### config.mk
export PLATFORM = sky130hd
export DESIGN_NAME = if_stage
export DESIGN_NICKNAME = d
export VERILOG_FILES = /design/src/rtl/if_stage.sv
export SDC_FILE = /design/constraint.sdc
export NUM_CORES = 1
export LEC_CHECK = 0
export BUFFER_PORTS_ARGS = -buffer_cell sky130_fd_sc_hd__buf_4
export CAP_MARGIN = 20
export CORE_ASPECT_RATIO = 0.8
export CORE_MARGIN = 5
export CORE_UTILIZATION = 35
export CTS_CLUSTER_DIAMETER = 40
export DETAILED_ROUTE_END_ITERATION = 6
export PLACE_DENSITY = 0.6
export SKIP_CTS_REPAIR_TIMING = 1
export SLEW_MARGIN = 20
export SYNTH_ARGS = -nofsm -noshare
export SYNTH_HDL_FRONTEND = slang
export SYNTH_SLANG_ARGS = --single-unit
### constraint.sdc
create_clock -name clk -period 3.45 [get_ports clk]
set_clock_uncertainty 0.2 [all_clocks]
set_input_delay 0.5175 -clock clk [delete_from_list [all_inputs] [get_ports clk]]
set_output_delay 0.5175 -clock clk [all_outputs]
set_load 0.03 [all_outputs]
### src/rtl/if_stage.sv
// if_stage: instruction fetch with PC, req/ready imem handshake and IF/ID register; `IF_STALL_CNT_EN adds stall_cycles.
module if_stage #(
  parameter logic [31:0] RESET_PC = 32'h0000_0000
) (
  input  logic        clk,
  input  logic        rst,
  input  logic        freeze,
  input  logic        branch_taken,
  input  logic [31:0] branch_addr,
  output logic        imem_req,
  output logic [31:0] imem_addr,
  input  logic        imem_ready,
  input  logic [31:0] imem_rdata,
  output logic [31:0] PC_out,
  output logic [31:0] instruction,
  output logic        valid
`ifdef IF_STALL_CNT_EN
  ,
  output logic [31:0] stall_cycles
`endif
);
  localparam logic [1:0] FETCH = 2'd0;
  localparam logic [1:0] HOLD  = 2'd1;
  localparam logic [1:0] DRAIN = 2'd2;
  logic [1:0]  state;
  logic [31:0] pc;
  logic [31:0] hold_word;
  logic [31:0] hold_pc;
  logic [31:0] drain_addr;
  assign imem_req  = !rst && state != HOLD;
  // a redirected request must keep its original address until the memory takes it
  assign imem_addr = state == DRAIN ? drain_addr : pc;
  always_ff @(posedge clk) begin
    if (rst) begin
      state       <= FETCH;
      pc          <= RESET_PC;
      PC_out      <= '0;
      instruction <= '0;
      valid       <= 1'b0;
      hold_word   <= '0;
      hold_pc     <= '0;
      drain_addr  <= '0;
    end else if (branch_taken) begin
      valid       <= 1'b0;
      instruction <= '0;
      pc          <= branch_addr;
      state       <= (state == FETCH || state == DRAIN) && !imem_ready ? DRAIN : FETCH;
      if (state == FETCH) drain_addr <= pc;
    end else if (state == HOLD) begin
      if (!freeze) begin
        PC_out      <= hold_pc;
        instruction <= hold_word;
        valid       <= 1'b1;
        pc          <= pc + 32'd4;
        state       <= FETCH;
      end
    end else if (state == DRAIN) begin
      valid       <= 1'b0;
      instruction <= '0;
      if (imem_ready) state <= FETCH;
    end else if (freeze) begin
      if (imem_ready) begin
        hold_word <= imem_rdata;
        hold_pc   <= pc + 32'd4;
        state     <= HOLD;
      end
    end else if (imem_ready) begin
      instruction <= imem_rdata;
      PC_out      <= pc + 32'd4;
      valid       <= 1'b1;
      pc          <= pc + 32'd4;
    end else begin
      valid       <= 1'b0;
      instruction <= '0;
    end
  end
`ifdef IF_STALL_CNT_EN
  always_ff @(posedge clk) begin
    if (rst) stall_cycles <= '0;
    else if (freeze && !branch_taken) stall_cycles <= stall_cycles + 32'd1;
  end
`endif
endmodule

==> results of run 1 <==
-- per-stage QoR --
| step | utilization (%) | setup WS, ps |
|---|---|---|
| after CTS | 43.56 | 546.8 |
| after global routing | 43.56 | 445.7 |
| after detailed placement | 41.14 | 844.7 |
| after floorplan | - | 968.3 |
| final | 43.56 | 600.2 |
| after global placement | 41.14 | 912.7 |
-- per-layer routing --
layer	vias to the layer above	GRT usage [%]	routed length [um]
met5	-	0	0
met3	16	4.741	1903
met1	3851	27.83	13510
met2	279	26.44	11670
met4	0	3.330	298
li1	4066	-	-
-- where the power goes --
group | switching, mW | total, mW | leakage (nW) | internal, mW
Combinational | 0.486 | 0.779 | 2.20 | 0.293
Sequential | 0.100 | 2.45 | 1.59 | 2.35
Clock | 1.01 | 2.06 | 0.291 | 1.05
-- state kept, by name, summed over array words and instances, names as in the netlist --
signal,count
instruction,32
hold_pc,32
valid,1
hold_word,32
state,2
pc,32
PC_out,32
drain_addr,32
-- cells in the mapped netlist, types with 2 or more instances --
master / number / area, um^2
sky130_fd_sc_hd__a311oi_1: 5 / 43.79
sky130_fd_sc_hd__inv_1: 9 / 33.78
sky130_fd_sc_hd__mux2i_1: 5 / 50.05
sky130_fd_sc_hd__o21ai_1: 3 / 15.01
sky130_fd_sc_hd__o211ai_1: 9 / 67.56
sky130_fd_sc_hd__buf_2: 20 / 100.1
sky130_fd_sc_hd__buf_6: 3 / 33.78
sky130_fd_sc_hd__clkbuf_1: 73 / 274.0
sky130_fd_sc_hd__o211a_1: 5 / 50.05
sky130_fd_sc_hd__a22oi_1: 33 / 247.7
sky130_fd_sc_hd__nor3_2: 2 / 20.02
sky130_fd_sc_hd__and4_1: 5 / 43.79
sky130_fd_sc_hd__nor4_1: 12 / 75.07
sky130_fd_sc_hd__or3_1: 7 / 43.79
sky130_fd_sc_hd__nand2_1: 208 / 780.8
sky130_fd_sc_hd__mux2_2: 30 / 337.8
sky130_fd_sc_hd__buf_1: 9 / 33.78
sky130_fd_sc_hd__o31a_1: 2 / 17.52
sky130_fd_sc_hd__dfxtp_1: 195 / 3904
sky130_fd_sc_hd__and3_1: 4 / 25.02
sky130_fd_sc_hd__a211oi_1: 63 / 473.0
sky130_fd_sc_hd__nor2b_1: 3 / 18.77
sky130_fd_sc_hd__a31oi_1: 10 / 62.56
sky130_fd_sc_hd__nand4_1: 12 / 75.07
sky130_fd_sc_hd__o21ai_0: 41 / 205.2
sky130_fd_sc_hd__xnor2_1: 30 / 262.8
sky130_fd_sc_hd__or4_1: 3 / 22.52
sky130_fd_sc_hd__nand2b_1: 6 / 37.54
sky130_fd_sc_hd__or3_2: 2 / 15.01
sky130_fd_sc_hd__xor2_1: 17 / 148.9
sky130_fd_sc_hd__nor3_1: 25 / 125.1
sky130_fd_sc_hd__a21oi_1: 100 / 500.5
sky130_fd_sc_hd__a21boi_0: 2 / 15.01
sky130_fd_sc_hd__nor2_1: 87 / 326.6
sky130_fd_sc_hd__ha_1: 4 / 50.05
sky130_fd_sc_hd__a221oi_1: 3 / 26.28
sky130_fd_sc_hd__nand3_1: 28 / 140.1
-- final cells by class --
class	count	area, um^2	share of cell area [%]
repair buffers	195	1464	13.35
clock buffers	17	425.4	3.879
inverters	10	37.54	0.3422
flip-flops and latches	195	3904	35.59
multi-input cells	785	4549	41.48
clock inverters	15	182.7	1.666
well taps	324	405.4	3.696
-- worst reg2reg max path: cells and delay by family (launching register included) --
kind	cells	cell delay [ps]
simple gates	2	510
flops	1	500
compound gates	2	950
xor+xnor	1	160
fa+ha+maj	1	290
-- how the worst max path moves through the flow --
stage,slack [ps],end,start,depth (start not counted)
3_3_place_gp,910,pc[16],pc[2],6
3_5_place_dp,840,instruction[17],state[0],8
4_1_cts,550,imem_addr[2],state[0],5
2_1_floorplan,970,imem_addr[19],state[0],5
5_1_grt,450,imem_addr[2],state[0],5
6_report,600,imem_addr[2],state[0],5
-- cell families after synthesis --
group / synth area share (%)
multiplexers: 4.348
flip-flops: 43.76
AO/OA/AOI/OAI: 20.52
XOR/XNOR: 4.615
AND/OR/NAND/NOR: 20.68
adder cells (fa/ha/maj): 0.5611
buffers and inverters: 5.513
==> Implementation_results.wiki, run 1 <==
{| class="wikitable"
! Metric !! Value
|-
| Finish-stage setup viols || 0
|-
| Achievable clock frequency || 350.9 MHz
|-
| Final layout net count || 1277
|-
| Part of the Yosys area used for sequential elements || between 40% and 50%
|-
| Unrepaired setup endpoints after global routing || no
|-
| Worst-Margin Slew || 718.1 ps
|-
| Clk slew on worst S/H paths || 80 ps
|-
| Drt drc || 0
|-
| Total number of vias || 8212
|-
| Filler-free cell count of the finished design || roughly 1500
|-
| Length of the first detailed-routing pass in iterations || 5
|-
| Number of nets in the synthesized netlist || around 1200
|-
| Data arrival time at the worst-slack endpoint || 2130 ps
|-
| Static Leak || 4.084 nW
|-
| Buffers on Ports || 166
|-
| Commonest non-fill, non-tap cell in the layout || sky130_fd_sc_hd__nand2_1
|-
| Number of slew-limit violations in the final report || 0
|-
| Average cell area after synthesis || 8.131 um^2
|-
| Clock tree from TritonCTS || done
|-
| Maximum level of the CTS H-tree || 4
|-
| Yosys synthesis warning count || 0
|-
| Via count of the first global-routing pass || 7568
|-
| Ports || 167
|-
| CTS buffer count || 17
|-
| Number of antenna repair diodes || 0
|-
| Worst setup EP type || primary output
|-
| Final-layout fill cell count || 2497
|-
| Dominant delay contributor by cell family on the critical path || buffers and inverters
|-
| Final Hold Slack || approximately 120 ps
|-
| Hold EP || pc[6]
|-
| Mapped cell area || a little under 0.009 mm^2
|-
| Delay of the slowest cell on the worst path || 430 ps
|-
| Leading cell types in the layout, fill and taps excluded || sky130_fd_sc_hd__nand2_1, sky130_fd_sc_hd__dfxtp_1, sky130_fd_sc_hd__buf_4
|-
| Synthesis-stage register bit count || 195
|-
| Crit path cell chain || inv_1, ha_1, buf_4, mux2_2, buf_4
|-
| Wire length of the first global-routing pass || 42790 um
|-
| Final RePlAce weighted congestion || between 0.8 and 0.9
|-
| Starting DRC count in detailed routing || 710
|-
| Largest net degree at the start of global routing || 65
|-
| Hold WC Path Type || input pin to register
|-
| Total power || 5.289 mW
|-
| Worst EP required || roughly 2700 ps
|-
| Count of cells along the worst hold path || 2
|-
| Placement-stage cell area || 0.01036 mm^2
|-
| Number of max-cap violations || 0
|-
| Routed len/inst || roughly 18 um
|-
| Worst Path Max Fanout || 35
|-
| Worst-path cell with the longest stage delay || sky130_fd_sc_hd__mux2_2
|-
| Per-cell via count in the routed design || 5.329
|-
| Setup crit start kind || register
|-
| Share of post-route cells with drive strength above 1 || roughly 23%
|-
| Worst reg2reg path endpoint || pc[30]
|-
| Initial antenna violation count || 0
|-
| Critical Setup Path Class || register to primary output
|-
| Area added between synthesis and finish || 22.96%
|-
| Minimum setup slack among reg-to-reg paths || between 700 and 800 ps
|-
| Site Rows || 52
|-
| Startpoint of the lowest-slack register-to-register path || pc[3]
|-
| Count of cell types in the netlist || between 50 and 60
|-
| Starting density of the core || 35.43%
|-
| Placeable core area || 0.02518 mm^2
|-
| Total Routed Length || approximately 27000 um
|-
| Post-layout min period || 2850 ps
|-
| Sum of negative setup slack || 0 ps
|-
| Number of enable flip-flop cells after synthesis || 0
|-
| Area of all placed cells without fillers || 0.01097 mm^2
|-
| Pwr per Cell Area || 482.3 mW/mm^2
|-
| Bufs and invs on worst path || 3
|-
| Status || finished clean
|-
| Critical path's most frequent cell || sky130_fd_sc_hd__buf_4
|-
| Slew headroom || a little over half
|-
| Gr usage total || 18.35%
|-
| Max Buffers Root-to-Sink || 2
|-
| Post-synthesis async set-or-reset flop share || 0%
|-
| DPL Wire Length || 19010 um
|-
| Die Ht || 152.8 um
|-
| Number of clock sinks || 195
|-
| Total overflow reported by the global router || 0
|-
| Number of placed cells counting well taps || between 1500 and 2000
|-
| Library cell used as clock root buffer || sky130_fd_sc_hd__clkbuf_16
|-
| Final worst path period share || 82.60%
|-
| Die outline area || ~0.029 mm^2
|-
| Final hold vios || 0
|-
| Clock latency reported for the late side of the worst-skew pair || 430 ps
|-
| Number of cell instances on the worst register-to-register path || 6
|-
| Peak supply drop || 0.3505 mV
|-
| Dominant synthesized flop cell || sky130_fd_sc_hd__dfxtp_1
|-
| Hold Path Origin || branch_addr[6]
|-
| Instance count of the mapped netlist || around 1100
|-
| Number of nets with antenna violations after detailed routing || 0
|-
| Chip width || 188.5 um
|}
Note: power is estimated with default switching activity, not from simulation.
==> run 2: changes to the inputs <==
==> constraint.sdc (replaced) <==
create_clock -name clk -period 2.8 [get_ports clk]
set_clock_uncertainty 0.2 [all_clocks]
set_input_delay 0.42 -clock clk [delete_from_list [all_inputs] [get_ports clk]]
set_output_delay 0.42 -clock clk [all_outputs]
set_load 0.03 [all_outputs]
==> Implementation_results.wiki, run 2 (synthesis gave the netlist of run 1 again) <==
{| class="wikitable"
! Metric !! Value
|-
| Status || finished clean
|-
| Number of cell instances on the worst register-to-register path || 6 (unchanged)
|-
| Site Rows || 52 (unchanged)
|-
| Length of the first detailed-routing pass in iterations || 5 (unchanged)
|-
| Buffers on Ports || 166 (unchanged)
|-
| Worst-Margin Slew || 638.6 ps (-79.52 ps)
|-
| Initial antenna violation count || 0 (unchanged)
|-
| Global-route track usage on met1 || 29.84% (+2.0 points)
|-
| Worst setup EP type || primary output
|-
| Static Leak || 4.162 nW (+1.9%)
|-
| Number of antenna repair diodes || 0 (unchanged)
|-
| Share of post-route cells with drive strength above 1 || 23.35% (+0.76 points)
|-
| Most heavily used metal layer in global routing || met1
|-
| Placeable core area || 0.02518 mm^2 (unchanged)
|-
| Met2 Resource Use GR || 27.29% (+0.84 points)
|-
| Die outline area || 0.02880 mm^2 (unchanged)
|-
| Number of max-cap violations || 0 (unchanged)
|-
| Post-layout min period || 2673 ps
|-
| Total Routed Length || 27860 um (+1.8%)
|-
| Drt drc || 0 (unchanged)
|-
| Routed len/inst || 17.94 um (+0.99%)
|-
| Final Hold Slack || 18.14 ps (-99.04 ps)
|-
| CTS buffer count || 17 (unchanged)
|-
| Number of nets with antenna violations after detailed routing || 0 (unchanged)
|-
| Clock tree from TritonCTS || done
|-
| Leading cell types in the layout, fill and taps excluded || sky130_fd_sc_hd__nand2_1, sky130_fd_sc_hd__buf_4, sky130_fd_sc_hd__dfxtp_1
|-
| Finish-stage setup viols || 0 (unchanged)
|-
| Largest net degree at the start of global routing || 65 (unchanged)
|-
| Area added between synthesis and finish || 24.34%
|-
| Minimum setup slack among reg-to-reg paths || 250 ps (-520 ps)
|-
| Ports || 167 (unchanged)
|-
| Clock latency reported for the late side of the worst-skew pair || 440 ps (about the same)
|-
| Worst Path Max Fanout || 34 (-2.9%)
|-
| Worst EP required || 2180 ps (-550 ps)
|-
| Hold WC Path Type || input pin to register
|-
| Per-cell via count in the routed design || 5.278 (-0.95%)
|-
| Final hold vios || 0 (unchanged)
|-
| Total number of vias || 8197 (-0.18%)
|-
| Starting DRC count in detailed routing || 726 (+2.3%)
|-
| Commonest non-fill, non-tap cell in the layout || sky130_fd_sc_hd__nand2_1
|-
| Sum of negative setup slack || 0 ps (unchanged)
|-
| Chip width || 188.5 um (unchanged)
|-
| Setup crit start kind || register
|-
| Worst reg2reg path endpoint || pc[24]
|-
| DPL Wire Length || 19620 um (+3.2%)
|-
| Pwr per Cell Area || 583.0 mW/mm^2 (+21%)
|-
| Max Buffers Root-to-Sink || 2 (unchanged)
|-
| Via count of the first global-routing pass || 7827 (+3.4%)
|-
| Number of slew-limit violations in the final report || 0 (unchanged)
|-
| Maximum level of the CTS H-tree || 4 (unchanged)
|-
| Library cell used as clock root buffer || sky130_fd_sc_hd__clkbuf_16
|-
| Final worst path period share || a little over nine tenths
|-
| Starting density of the core || 35.43% (unchanged)
|-
| Wire length of the first global-routing pass || 45110 um (+5.4%)
|-
| Number of clock sinks || 195 (unchanged)
|-
| Clk slew on worst S/H paths || 70 ps (about the same)
|-
| Final layout net count || 1289 (+0.94%)
|-
| Met3 GRT Util || 3.733% (-1.0 points)
|-
| Unrepaired setup endpoints after global routing || no
|-
| Final RePlAce weighted congestion || 0.9187 (+4.2%)
|-
| Die Ht || 152.8 um (unchanged)
|-
| Endpoint of the worst setup timing path || imem_addr[6]
|-
| Peak supply drop || 0.4377 mV (+25%)
|-
| CP Launch Point || state[0]
|-
| Achievable clock frequency || 374.1 MHz
|-
| Data arrival time at the worst-slack endpoint || 2050 ps (-80 ps)
|-
| Total overflow reported by the global router || 0 (unchanged)
|-
| Startpoint of the lowest-slack register-to-register path || pc[3]
|-
| Slew headroom || 57.43% (+5.3 points)
|-
| Gr usage total || 19.29% (+0.94 points)
|-
| Critical Setup Path Class || register to primary output
|}
==> run 2: changes by cell type in the layout (fill, tap and decap cells not counted) <==
cell                         change
sky130_fd_sc_hd__buf_12          +3
sky130_fd_sc_hd__buf_4           +8
sky130_fd_sc_hd__buf_8           +1
sky130_fd_sc_hd__bufinv_16       -1
sky130_fd_sc_hd__clkbuf_8        +1
sky130_fd_sc_hd__clkinv_2        +1
sky130_fd_sc_hd__clkinv_4        -1
sky130_fd_sc_hd__clkinv_8        +2
sky130_fd_sc_hd__clkinvlp_4      -2
sky130_fd_sc_hd__inv_12          -1
sky130_fd_sc_hd__inv_6           +2
sky130_fd_sc_hd__inv_8           -1
==> run 2: power breakdown <==
group          internal (mW)  switching [mW]
sequential              2.90           0.119
clock                   1.23            1.24
combinational          0.378           0.607
total                   4.50            1.96
==> run 2: layout make-up <==
class | instances | area [um^2]
fillers | 2495 | 14090
multi-input cells | 785 | 4549
flip-flops and latches | 195 | 3904
repair buffers | 207 | 1599
clock buffers | 18 | 439.2
well taps | 324 | 405.4
clock inverters | 14 | 156.4
inverters | 10 | 37.54
==> run 2: routing by layer <==
metal  wire, um  up-vias  part of all wire, %
met5          0        -                    0
met4        481        0                  1.7
met3       1692       24                  6.1
met2      11690      232                   42
met1      14000     3856                   50
li1           -     4085                    -
==> run 2: worst min path at each step <==
stage / end / cells after the start / slack [ps] / startpoint
final: pc[10] / 2 / 20 / branch_addr[10]
after global routing: pc[5] / 2 / 8 / branch_addr[5]
after CTS: pc[10] / 2 / -0.5 / branch_addr[10]
after detailed placement: hold_pc[9] / 2 / 240 / hold_pc[9]
after global placement: hold_pc[10] / 2 / 240 / hold_pc[10]
after floorplan: hold_pc[10] / 2 / 230 / hold_pc[10]
==> run 2: per-stage QoR <==
| step | util, % | cells | total power, mW | instance area [um^2] | worst slack (ps) |
|---|---|---|---|---|---|
| after global routing | 44.05 | 1553 | 6.758 | 11090 | 22.60 |
| after floorplan | - | 1097 | 3.665 | 8920 | 415.8 |
| after global placement | 41.65 | 1521 | 4.057 | 10490 | 402.3 |
| final | 44.05 | 1553 | 6.466 | 11090 | 127.2 |
| after detailed placement | 41.65 | 1521 | 4.067 | 10490 | 291.0 |
| after CTS | 44.02 | 1553 | 6.529 | 11080 | -30.05 |
==> run 2: worst max-delay path: stages, from the launching register on <==
cell and delay [ps]:
sky130_fd_sc_hd__dfxtp_1 340, sky130_fd_sc_hd__inv_1 110, sky130_fd_sc_hd__ha_1 290, sky130_fd_sc_hd__buf_8 290
sky130_fd_sc_hd__mux2_2 390, sky130_fd_sc_hd__buf_4 170
==> run 3: changes to the inputs <==
--- a/config.mk
+++ b/config.mk
@@ -12,6 +12,7 @@
 export CORE_UTILIZATION = 35
 export CTS_CLUSTER_DIAMETER = 40
 export DETAILED_ROUTE_END_ITERATION = 6
+export HOLD_SLACK_MARGIN = 0.1
 export PLACE_DENSITY = 0.6
 export SKIP_CTS_REPAIR_TIMING = 1
 export SLEW_MARGIN = 20
==> Implementation_results.wiki, run 3 (synthesis gave the netlist of run 1 again) <==
{| class="wikitable"
! Metric !! Value
|-
| Static Leak || 4.387 nW (+5.4%)
|-
| Starting DRC count in detailed routing || 794 (+9.4%)
|-
| Routed len/inst || 17.64 um (-1.7%)
|-
| Final worst path period share || 95.69% (+0.23 points)
|-
| Leading cell types in the layout, fill and taps excluded || sky130_fd_sc_hd__nand2_1, sky130_fd_sc_hd__buf_4, sky130_fd_sc_hd__dfxtp_1
|-
| Initial antenna violation count || 0 (unchanged)
|-
| Switching power || 1.979 mW (+0.77%)
|-
| Max Buffers Root-to-Sink || 2 (unchanged)
|-
| Clock latency reported for the late side of the worst-skew pair || 440 ps (about the same)
|-
| Number of slew-limit violations in the final report || 0 (unchanged)
|-
| Final Hold Slack || 71.04 ps (+52.90 ps)
|-
| Finish-stage setup viols || 0 (unchanged)
|-
| Number of clock sinks || 195 (unchanged)
|-
| Worst EP required || 2180 ps (about the same)
|-
| Length of the first detailed-routing pass in iterations || 5 (unchanged)
|-
| Most heavily used metal layer in global routing || met1
|-
| Peak supply drop || 0.4394 mV (+0.39%)
|-
| Per-cell via count in the routed design || 5.247 (-0.59%)
|-
| Bufs and invs on worst path || 3 (unchanged)
|-
| Number of max-cap violations || 0 (unchanged)
|-
| Part of the total power dissipated in combinational logic || 16.0% (+0.8 points)
|-
| Worst Path Max Fanout || 34 (unchanged)
|-
| Area of all placed cells without fillers || 0.01163 mm^2 (+4.9%)
|-
| Final hold vios || 0 (unchanged)
|-
| Pwr per Cell Area || 561.4 mW/mm^2 (-3.7%)
|-
| Sum of negative setup slack || 0 ps (unchanged)
|-
| Site Rows || 52 (unchanged)
|-
| Hold WC Path Type || input pin to register
|-
| Number of nets with antenna violations after detailed routing || 0 (unchanged)
|-
| Final layout net count || 1343 (+4.2%)
|-
| Clock tree from TritonCTS || done
|-
| Chip width || 188.5 um (unchanged)
|-
| Gr usage total || 19.29% (unchanged)
|-
| Crit path cell chain || inv_1, ha_1, buf_8, mux2_2, buf_4
|-
| Final RePlAce weighted congestion || 0.9187 (unchanged)
|-
| Buffers on Ports || 166 (unchanged)
|-
| Switching share of total power || 30.31% (-0.067 points)
|-
| Library cell used as clock root buffer || sky130_fd_sc_hd__clkbuf_16
|-
| Commonest non-fill, non-tap cell in the layout || sky130_fd_sc_hd__nand2_1
|-
| Area added between synthesis and finish || 30.40%
|-
| Global-route track usage on met1 || 29.84% (unchanged)
|-
| DPL Wire Length || 19620 um (unchanged)
|-
| Unrepaired setup endpoints after global routing || no
|-
| Data arrival time at the worst-slack endpoint || 2060 ps (about the same)
|-
| Die outline area || 0.02880 mm^2 (unchanged)
|-
| Placeable core area || 0.02518 mm^2 (unchanged)
|-
| Worst-Margin Slew || 641.1 ps (+2.448 ps)
|-
| Critical Setup Path Class || register to primary output
|-
| Register share of total power || 46.2% (-0.5 points)
|-
| Wire length of the first global-routing pass || 45110 um (unchanged)
|-
| Starting density of the core || 35.43% (unchanged)
|-
| Placement-stage cell area || 0.01049 mm^2 (unchanged)
|-
| Worst-case setup slack after placement || 291.0 ps (unchanged)
|-
| Internal power contribution || 4.551 mW (+1.1%)
|-
| Status || finished clean
|-
| Worst setup EP type || primary output
|-
| Delay of the slowest cell on the worst path || 390 ps (about the same)
|-
| Minimum setup slack among reg-to-reg paths || 270 ps (+20 ps)
|-
| Number of antenna repair diodes || 0 (unchanged)
|-
| Slew headroom || 57.26% (-0.16 points)
|-
| Clk slew on worst S/H paths || 80 ps (about the same)
|-
| Largest net degree at the start of global routing || 65 (unchanged)
|-
| Post-layout min period || 2679 ps (+6.511 ps)
|-
| Met2 Resource Use GR || 27.29% (unchanged)
|-
| Share of post-route cells with drive strength above 1 || 22.37% (-0.98 points)
|-
| Drt drc || 0 (unchanged)
|-
| Maximum level of the CTS H-tree || 4 (unchanged)
|-
| Worst Slack Setup Final || 120.7 ps (-6.511 ps)
|-
| Total number of vias || 8432 (+2.9%)
|-
| Via count of the first global-routing pass || 7827 (unchanged)
|-
| Achievable clock frequency || 373.2 MHz (-0.24%)
|-
| Total overflow reported by the global router || 0 (unchanged)
|-
| Final core occ || 46.19% (+2.1 points)
|-
| Dominant delay contributor by cell family on the critical path || buffers and inverters
|-
| Worst-path cell with the longest stage delay || sky130_fd_sc_hd__mux2_2
|-
| Clock Power Share || 37.8% (-0.3 points)
|-
| Setup crit start kind || register
|-
| Total Routed Length || 28340 um (+1.7%)
|-
| CTS buffer count || 17 (unchanged)
|-
| Met3 GRT Util || 3.733% (unchanged)
|-
| Die Ht || 152.8 um (unchanged)
|-
| Ports || 167 (unchanged)
|}
run 3: tightest hold or removal path: stages:
cell	delay, ps
sky130_fd_sc_hd__buf_4	110
sky130_fd_sc_hd__nor2_1	80
sky130_fd_sc_hd__a211oi_1	50
run 3: routing by layer:
metal | vias to the layer above | wire length (um)
met5 | - | 0
met4 | 0 | 558
met3 | 31 | 1707
met2 | 276 | 11970
met1 | 3933 | 14110
li1 | 4192 | -
run 3: path summary, 6_finish.rpt:
path | cells past startpoint | from | to
hold / removal | 3 | branch_addr[14] | pc[14]
hold reg to reg | 2 | PC_out[9] | PC_out[9]
setup / recovery | 5 | state[0] | imem_addr[6]
setup reg to reg | 6 | pc[3] | pc[24]
run 3: area by class of cell:
| type | instances | area, um^2 |
|---|---|---|
| inverters | 10 | 37.54 |
| clock inverters | 14 | 156.4 |
| clock buffers | 18 | 439.2 |
| multi-input cells | 785 | 4549 |
| flip-flops and latches | 195 | 3904 |
| well taps | 324 | 405.4 |
| repair buffers | 261 | 2140 |
| fillers | 2439 | 13550 |
run 3: power by group through the flow:
stage / Clock [mW] / Sequential (mW) / Combinational, mW
2_1_floorplan: 0 / 3.09 / 0.574
3_3_place_gp: 0 / 3.08 / 0.981
3_5_place_dp: 0 / 3.08 / 0.987
4_1_cts: 2.52 / 3.02 / 0.990
5_1_grt: 2.64 / 3.04 / 1.14
6_report: 2.47 / 3.02 / 1.05
run 3: per-stage QoR:
stage	power [mW]	instances
after floorplan	3.665	1097
after global placement	4.057	1521
after detailed placement	4.067	1521
after CTS	6.529	1553
after global routing	6.823	1607
final	6.530	1607
